**config.mk**
```make
export PLATFORM = sky130hd
export DESIGN_NAME = ifu
export DESIGN_NICKNAME = d
export VERILOG_FILES = /design/src/rtl/ifu.sv
export SDC_FILE = /design/constraint.sdc
export NUM_CORES = 1
export LEC_CHECK = 0
export ABC_AREA = 0
export ABC_CLOCK_PERIOD_IN_PS = 3150
export CAP_MARGIN = 20
export CORE_ASPECT_RATIO = 2
export CORE_MARGIN = 2
export CORE_UTILIZATION = 48
export CTS_CLUSTER_SIZE = 14
export DETAILED_ROUTE_END_ITERATION = 10
export GPL_ROUTABILITY_DRIVEN = 0
export MAX_ROUTING_LAYER = met4
export PLACE_DENSITY = 0.89
export SLEW_MARGIN = 10
export SYNTH_ARGS = -nofsm -noshare
export SYNTH_HDL_FRONTEND = slang
export SYNTH_SLANG_ARGS = --single-unit
```
**constraint.sdc**
```tcl
create_clock -name clk -period 3.15 [get_ports clk]
set_clock_uncertainty 0.05 [all_clocks]
set_input_delay 0.63 -clock clk [delete_from_list [all_inputs] [get_ports clk]]
set_output_delay 0.63 -clock clk [all_outputs]
set_load 0.02 [all_outputs]
```
**src/rtl/ifu.sv**
```systemverilog
// Instruction fetch unit for the RV32E NPC core.
// Holds the PC, issues one word-aligned fetch at a time to instruction memory,
// buffers the returned word for decode and discards fetches made stale by a
// redirect from execute.
module ifu #(
  parameter logic [31:0] RESET_PC = 32'h8000_0000,
  parameter int          ILEN     = 32
) (
  input  logic            clk,
  input  logic            rst_n,
  input  logic            redirect_valid,
  input  logic [ILEN-1:0] redirect_pc,
  output logic            imem_req_valid,
  output logic [ILEN-1:0] imem_req_addr,
  input  logic            imem_req_ready,
  input  logic            imem_rsp_valid,
  input  logic [ILEN-1:0] imem_rsp_data,
  output logic            inst_valid,
  output logic [ILEN-1:0] inst,
  output logic [ILEN-1:0] inst_pc,
  input  logic            inst_ready
);

  typedef enum logic [1:0] {
    BOOT,
    REQ,
    WAIT,
    HOLD
  } state_t;

  localparam logic [ILEN-1:0] NOP      = ILEN'(32'h0000_0013);
  localparam logic [ILEN-1:0] START_PC = ILEN'(RESET_PC);

  state_t          state;
  logic [ILEN-1:0] pc;
  logic            drop;
  logic [ILEN-1:0] target;

  // Redirect targets are always word aligned; the low two bits are dropped.
  assign target = redirect_pc & ~(ILEN'(3));

  // Outputs come straight from registers or from the state encoding only.
  assign imem_req_valid = (state == REQ);
  assign imem_req_addr  = pc;
  assign inst_valid     = (state == HOLD);

  // Fetch sequencer: a redirect wins over every other event in its cycle.
  always_ff @(posedge clk or negedge rst_n) begin
    if (!rst_n) begin
      state   <= BOOT;
      pc      <= START_PC;
      drop    <= 1'b0;
      inst    <= NOP;
      inst_pc <= START_PC;
    end else begin
      case (state)
        BOOT: begin
          if (redirect_valid) begin
            pc <= target;
          end
          state <= REQ;
        end

        REQ: begin
          if (redirect_valid) begin
            pc <= target;
            if (imem_req_ready) begin
              // The old address already left; its response must be thrown away.
              drop  <= 1'b1;
              state <= WAIT;
            end
          end else if (imem_req_ready) begin
            state <= WAIT;
          end
        end

        WAIT: begin
          if (redirect_valid) begin
            pc <= target;
            if (imem_rsp_valid) begin
              drop  <= 1'b0;
              state <= REQ;
            end else begin
              drop <= 1'b1;
            end
          end else if (imem_rsp_valid) begin
            if (drop) begin
              drop  <= 1'b0;
              state <= REQ;
            end else begin
              inst    <= imem_rsp_data;
              inst_pc <= pc;
              state   <= HOLD;
            end
          end
        end

        HOLD: begin
          if (redirect_valid) begin
            pc    <= target;
            state <= REQ;
          end else if (inst_ready) begin
            pc    <= pc + ILEN'(4);
            state <= REQ;
          end
        end

        default: begin
          state <= BOOT;
        end
      endcase
    end
  end

endmodule
```
==> impl_metrics.yaml, run 1 <==
worst_setup_path:
  cp-start-kind: "register"
  criticalPathCategory: "register to output port"
  crit_fanout: 7
  worst-r2r-setup-slack_ns: 0.85
  required_ns: 2.47
  arrival_ns: 1.75
  end_kind: "output port"
  reg2reg_depth: 6
grt:
  grt_first_pass_wirelength_mm: 20.0
  grt_overflow: 0
  grt_util_all_layers: 0.254
  grt_pass1_vias: 4013
  antenna_found_initial: 0
  grt_max_degree: 96
logic_synthesis:
  async_flop_share: 1.00
  ys_seq_area_frac: 0.516
  syn-cell-area_mm2: 0.00462
  syn_inst: 401
  synth-seq-cells: 95
  netlist.area_leader.share: 0.487
  synth_area_per_cell_um2: 11.5
  synth_area_leaders: "dfrtp_1 49%, mux2_2 14%, dfstp_2 2.8%"
  synth.distinct_cells: 56
  synth_top_area_cell: "dfrtp_1"
  synth-edff-count: 0
  ys_warn_count: 0
  synthFlopType: "dfrtp_1"
clock_network:
  path_clk_slew_ns: 0.07
  cts_max_path_buffers: 2
  cts-buffers-inserted: 9
  post_cts.repair.setup_buffers: 0
  cts_tree: "yes"
  postCtsHoldBufs: 0
  clk-insertion-delay-late_ns: 0.34
  cts-root-buf: "clkbuf_16"
  htree_levels: 3
  cts.sinks: 95
  ctsResizeCount: 0
timing:
  maxSlewHeadroom: 0.667
  rsz0062_at_grt: "no"
  slew_viol_final: 0
  fmax_mhz: 411
  hold_violations: 0
  min_period_ns: 2.43
  tightest_slew_ns: 0.496
  finalCritPeriodShare: 0.772
  setup_violations: 0
  setup_tns_ns: 0
pwr:
  swShare: 0.383
  p_per_area_mw_per_mm2: 888
  seq_power_share: 0.373
  finalPower_mw: 5.83
  p_int_mw: 3.60
  ir_drop_mv: 0.482
  clkPwrFrac: 0.172
  pwr-share-comb: 0.456
  power_switching_mw: 2.23
  power_leakage_nw: 2.77
drt:
  vias_per_cell: 5.89
  firstDrtPassIters: 7
  drc: 0
  drtAntennaViolNets: 0
  wire_per_inst_um: 18.9
  drtIter0Drc: 340
  routed_wl_mm: 12.5
  vias: 3909
finish:
  insertedDiodeCount: 0
  final_common_cell: "clkdlybuf4s50_1"
  nNetsFinal: 630
  drive_gt1_frac: 0.184
  layout_common_cells: "160 x clkdlybuf4s50_1, 90 x dfrtp_1, 57 x mux2_2, 29 x nand2_1, 24 x a21oi_1"
  synthToLayoutAreaGrowth_pct: 42.1
  design_area_mm2: 0.00657
floorplan:
  fp.dieH_um: 143
  start_util: 0.493
  die-area_mm2: 0.0105
  num_io_pins: 168
  rows: 50
  die_w_um: 73.4
  core_mm2: 0.00938
placement:
  port_buffers: 161
  placed_area_mm2: 0.00630
  dpl.hpwl_mm: 9.04
hold_path:
  holdCritPathClass: "input port to async pin"
run_status:
  status: "completed"
flow_run:
  max_cap_viol_count: 0
-- worst max-delay path, cell delays in order (launching register included) --
cell and delay, ns:
dfrtp_1 0.43, inv_1 0.08, ha_1 0.26, clkdlybuf4s50_1 0.65
-- registers in the layout, summed over array words and instances, names as in the netlist --
register / flops
inst: 32
drop: 1
imem_req_addr: 30
inst_pc: 30
state: 2
-- metrics by stage --
stage | worst slack [ns] | hold WS (ns) | util | instances
floorplan | 1.03 | 0.284 | - | 404
global placement | 0.621 | 0.418 | 0.671 | 648
detailed placement | 0.560 | 0.426 | 0.671 | 648
CTS | 0.704 | 0.306 | 0.700 | 664
global route | 0.624 | 0.334 | 0.700 | 664
finish | 0.717 | 0.295 | 0.700 | 664
-- power by group through the flow --
stage               combinational [mW]  clock, mW  sequential (mW)
floorplan                        0.837          0             2.67
global placement                  2.59          0             2.14
detailed placement                2.66          0             2.19
CTS                               2.68       1.02             2.17
global route                      2.83       1.07             2.24
finish                            2.66       1.00             2.17
-- Yosys cell counts, types with 5 or more instances --
| library cell | instances |
|---|---|
| buf_2 | 6 |
| clkbuf_1 | 9 |
| nand2_1 | 29 |
| o21ai_0 | 15 |
| o22a_1 | 11 |
| a31oi_1 | 7 |
| a21oi_1 | 25 |
| nand4_1 | 9 |
| clkbuf_8 | 7 |
| o22ai_1 | 5 |
| mux2_2 | 57 |
| ha_1 | 5 |
| and3_1 | 7 |
| nor3_1 | 9 |
| nor2_1 | 23 |
| inv_1 | 7 |
| nand3_1 | 9 |
| dfstp_2 | 5 |
| dfrtp_1 | 90 |
| mux2_1 | 5 |
-- cell type report --
cell class                      count  area [µm²]
Fill cell                         691        2810
Timing Repair Buffer              168        1710
Inverter                            7        26.3
Clock buffer                        9         225
Sequential cell                    95        2380
Multi-Input combinational cell    274        2050
Clock inverter                      7        48.8
Tap cell                          104         130
-- cell families (layout without fill, tap and decap cells) --
group | count (synthesis) | after routing | share of synthesized area
DFF | 95 | 95 | 0.516
adders and majority gates | 5 | 5 | 0.0135
other | 1 | 4 | 0.000811
buffers and inverters | 35 | 191 | 0.0487
AOI/OAI and AO/OA | 85 | 85 | 0.122
and+or+nand+nor | 117 | 117 | 0.147
muxes | 63 | 63 | 0.153
-- path summary, 6_finish.rpt --
path	to	start
min	inst[20]	rst_n
max in group asynchronous	inst_pc[31]	rst_n
max	imem_req_valid	state[1]
max reg2reg	imem_req_addr[18]	imem_req_addr[2]
min in group clk	inst[17]	inst[17]
min reg2reg	inst[17]	inst[17]
-- routing by layer --
| layer | wire, µm | vias up | track usage |
|---|---|---|---|
| met5 | 0 | - | - |
| met4 | 450 | 0 | 0.113 |
| met3 | 730 | 36 | 0.0409 |
| met2 | 7040 | 187 | 0.445 |
| met1 | 4330 | 1898 | 0.276 |
| li1 | - | 1788 | - |
Note: power is estimated with default switching activity, not from simulation.
==> inputs of run 2 (changes only) <==
Settings changed: ABC_CLOCK_PERIOD_IN_PS 3150 to 2230, CORE_UTILIZATION 48 to 41, PLACE_DENSITY 0.89 to 0.81.
Clock period 3.15 ns to 2.23 ns, I/O delays scaled along.
==> run 2 against run 1 <==
  * Via count up 1.0%
  * Sequential cell count unchanged
  * Largest cell class unchanged
  * Design area up 4.6%
  * Critical path type unchanged
==> impl_metrics.yaml, run 2 (same netlist as run 1, synthesis figures left out) <==
clock_network:
  cts_max_path_buffers: 2
  cts-root-buf: "clkbuf_16"
  clk-insertion-delay-late_ns: 0.35
  cts-buffers-inserted: 9
  cts.sinks: 95
  path_clk_slew_ns: 0.07
  cts_tree: "yes"
  post_cts.repair.setup_buffers: 0
  htree_levels: 3
timing:
  setup_violations: 0
  min_period_ns: 2.15
  hold_violations: 0
  rsz0062_at_grt: "no"
  setup_tns_ns: 0
  slew_viol_final: 0
  fin_ws_ns: 0.0797
  finalCritPeriodShare: 0.964
  fmax_mhz: 465
drt:
  firstDrtPassIters: 4
  wire_per_inst_um: 17.5
  vias_per_cell: 5.48
  routed_wl_mm: 12.7
  drc: 0
  vias: 3948
  drtIter0Drc: 163
  drtAntennaViolNets: 0
floorplan:
  die-area_mm2: 0.0122
  core_mm2: 0.0109
  fp.dieH_um: 154
  start_util: 0.422
  num_io_pins: 168
  die_w_um: 79.1
  rows: 54
pwr:
  power_leakage_nw: 2.91
  p_per_area_mw_per_mm2: 1270
  ir_drop_mv: 0.798
worst_setup_path:
  r2r_start: "imem_req_addr[2]"
  end_kind: "output port"
  crit_fanout: 5
  rr_endpoint: "imem_req_addr[16]"
  reg2reg_depth: 6
  criticalPathCategory: "register to output port"
  required_ns: 1.73
  arrival_ns: 1.65
  worst-r2r-setup-slack_ns: 0.16
  cp-start-kind: "register"
finish:
  final_common_cell: "clkdlybuf4s50_1"
  layout_common_cells: "159 x clkdlybuf4s50_1, 90 x dfrtp_1, 57 x mux2_2, 29 x nand2_1, 24 x a21oi_1"
  synthToLayoutAreaGrowth_pct: 48.7
  regArea_mm2: 0.00238
  drive_gt1_frac: 0.210
  nNetsFinal: 651
  largest_register_ffs: 32
  multi_input_area_mm2: 0.00206
  insertedDiodeCount: 0
  top_register: "inst"
  design_area_mm2: 0.00688
  nFillCells: 896
grt:
  grt_util_all_layers: 0.217
  grt_pass1_vias: 4138
  grt_first_pass_wirelength_mm: 20.2
  grt_max_degree: 55
  antenna_found_initial: 0
  grt_overflow: 0
flow_run:
  max_cap_viol_count: 0
run_status:
  status: "completed"
placement:
  port_buffers: 161
  dpl.hpwl_mm: 9.47
  dp_worst_setup_slack_ns: 0.0220
  placed_area_mm2: 0.00650
hold_path:
  holdCritPathClass: "input port to async pin"
==> run 2: what timing repair did <==
action,in CTS,in global routing
hold buffers,1,0
pin swaps,0,0
hold endpoints to repair,10,0
gates resized for setup,1,2
setup endpoints to repair,1,4
==> run 2: area by class of cell <==
cell class	count	share of cell area
clock buffers	10	0.0333
multi-input cells	274	0.300
repair buffers	189	0.274
clock inverters	6	0.0169
inverters	7	0.00382
well taps	140	0.0255
flip-flops and latches	95	0.347
==> run 2: power breakdown <==
group | internal [mW] | switching [mW] | total (mW)
registers | 2.43 | 0.567 | 2.99
logic | 1.99 | 1.95 | 3.94
clock network | 1.10 | 0.669 | 1.77
==> run 2: how the worst max path moves through the flow <==
stage / start / to
after detailed placement: inst_ready / imem_req_addr[31]
after floorplan: imem_req_addr[2] / imem_req_addr[18]
final: state[1] / inst_valid
after global placement: inst_ready / imem_req_addr[31]
after CTS: state[1] / inst_valid
after global routing: state[1] / inst_valid
==> run 2: per-stage QoR <==
step                cells  total power, mW  hold WS, ns  utilization
detailed placement    704             6.97        0.251        0.594
global placement      704             6.82        0.245        0.594
CTS                   721             8.77        0.425        0.627
finish                721             8.71        0.430        0.628
floorplan             404             4.95        0.100            -
global route          721             9.16        0.439        0.628
==> run 2: worst max-delay path: stages, from the launching register on <==
cell and delay [ns]:
dfrtp_1 0.41, ha_1 0.24, clkdlybuf4s50_1 0.65
==> run 2: layer usage <==
layer | up-vias | track usage | wire length, µm
met5 | - | - | 0
met4 | 0 | 0.0944 | 344
met3 | 29 | 0.0426 | 643
li1 | 1826 | - | -
met1 | 1927 | 0.221 | 4450
met2 | 166 | 0.395 | 7210
==> inputs of run 3 (changes only) <==
Settings changed: CTS_CLUSTER_SIZE 14 to 10.
==> results of run 3 <==
No change in the layout: final DEF, timing and power equal those of run 2.
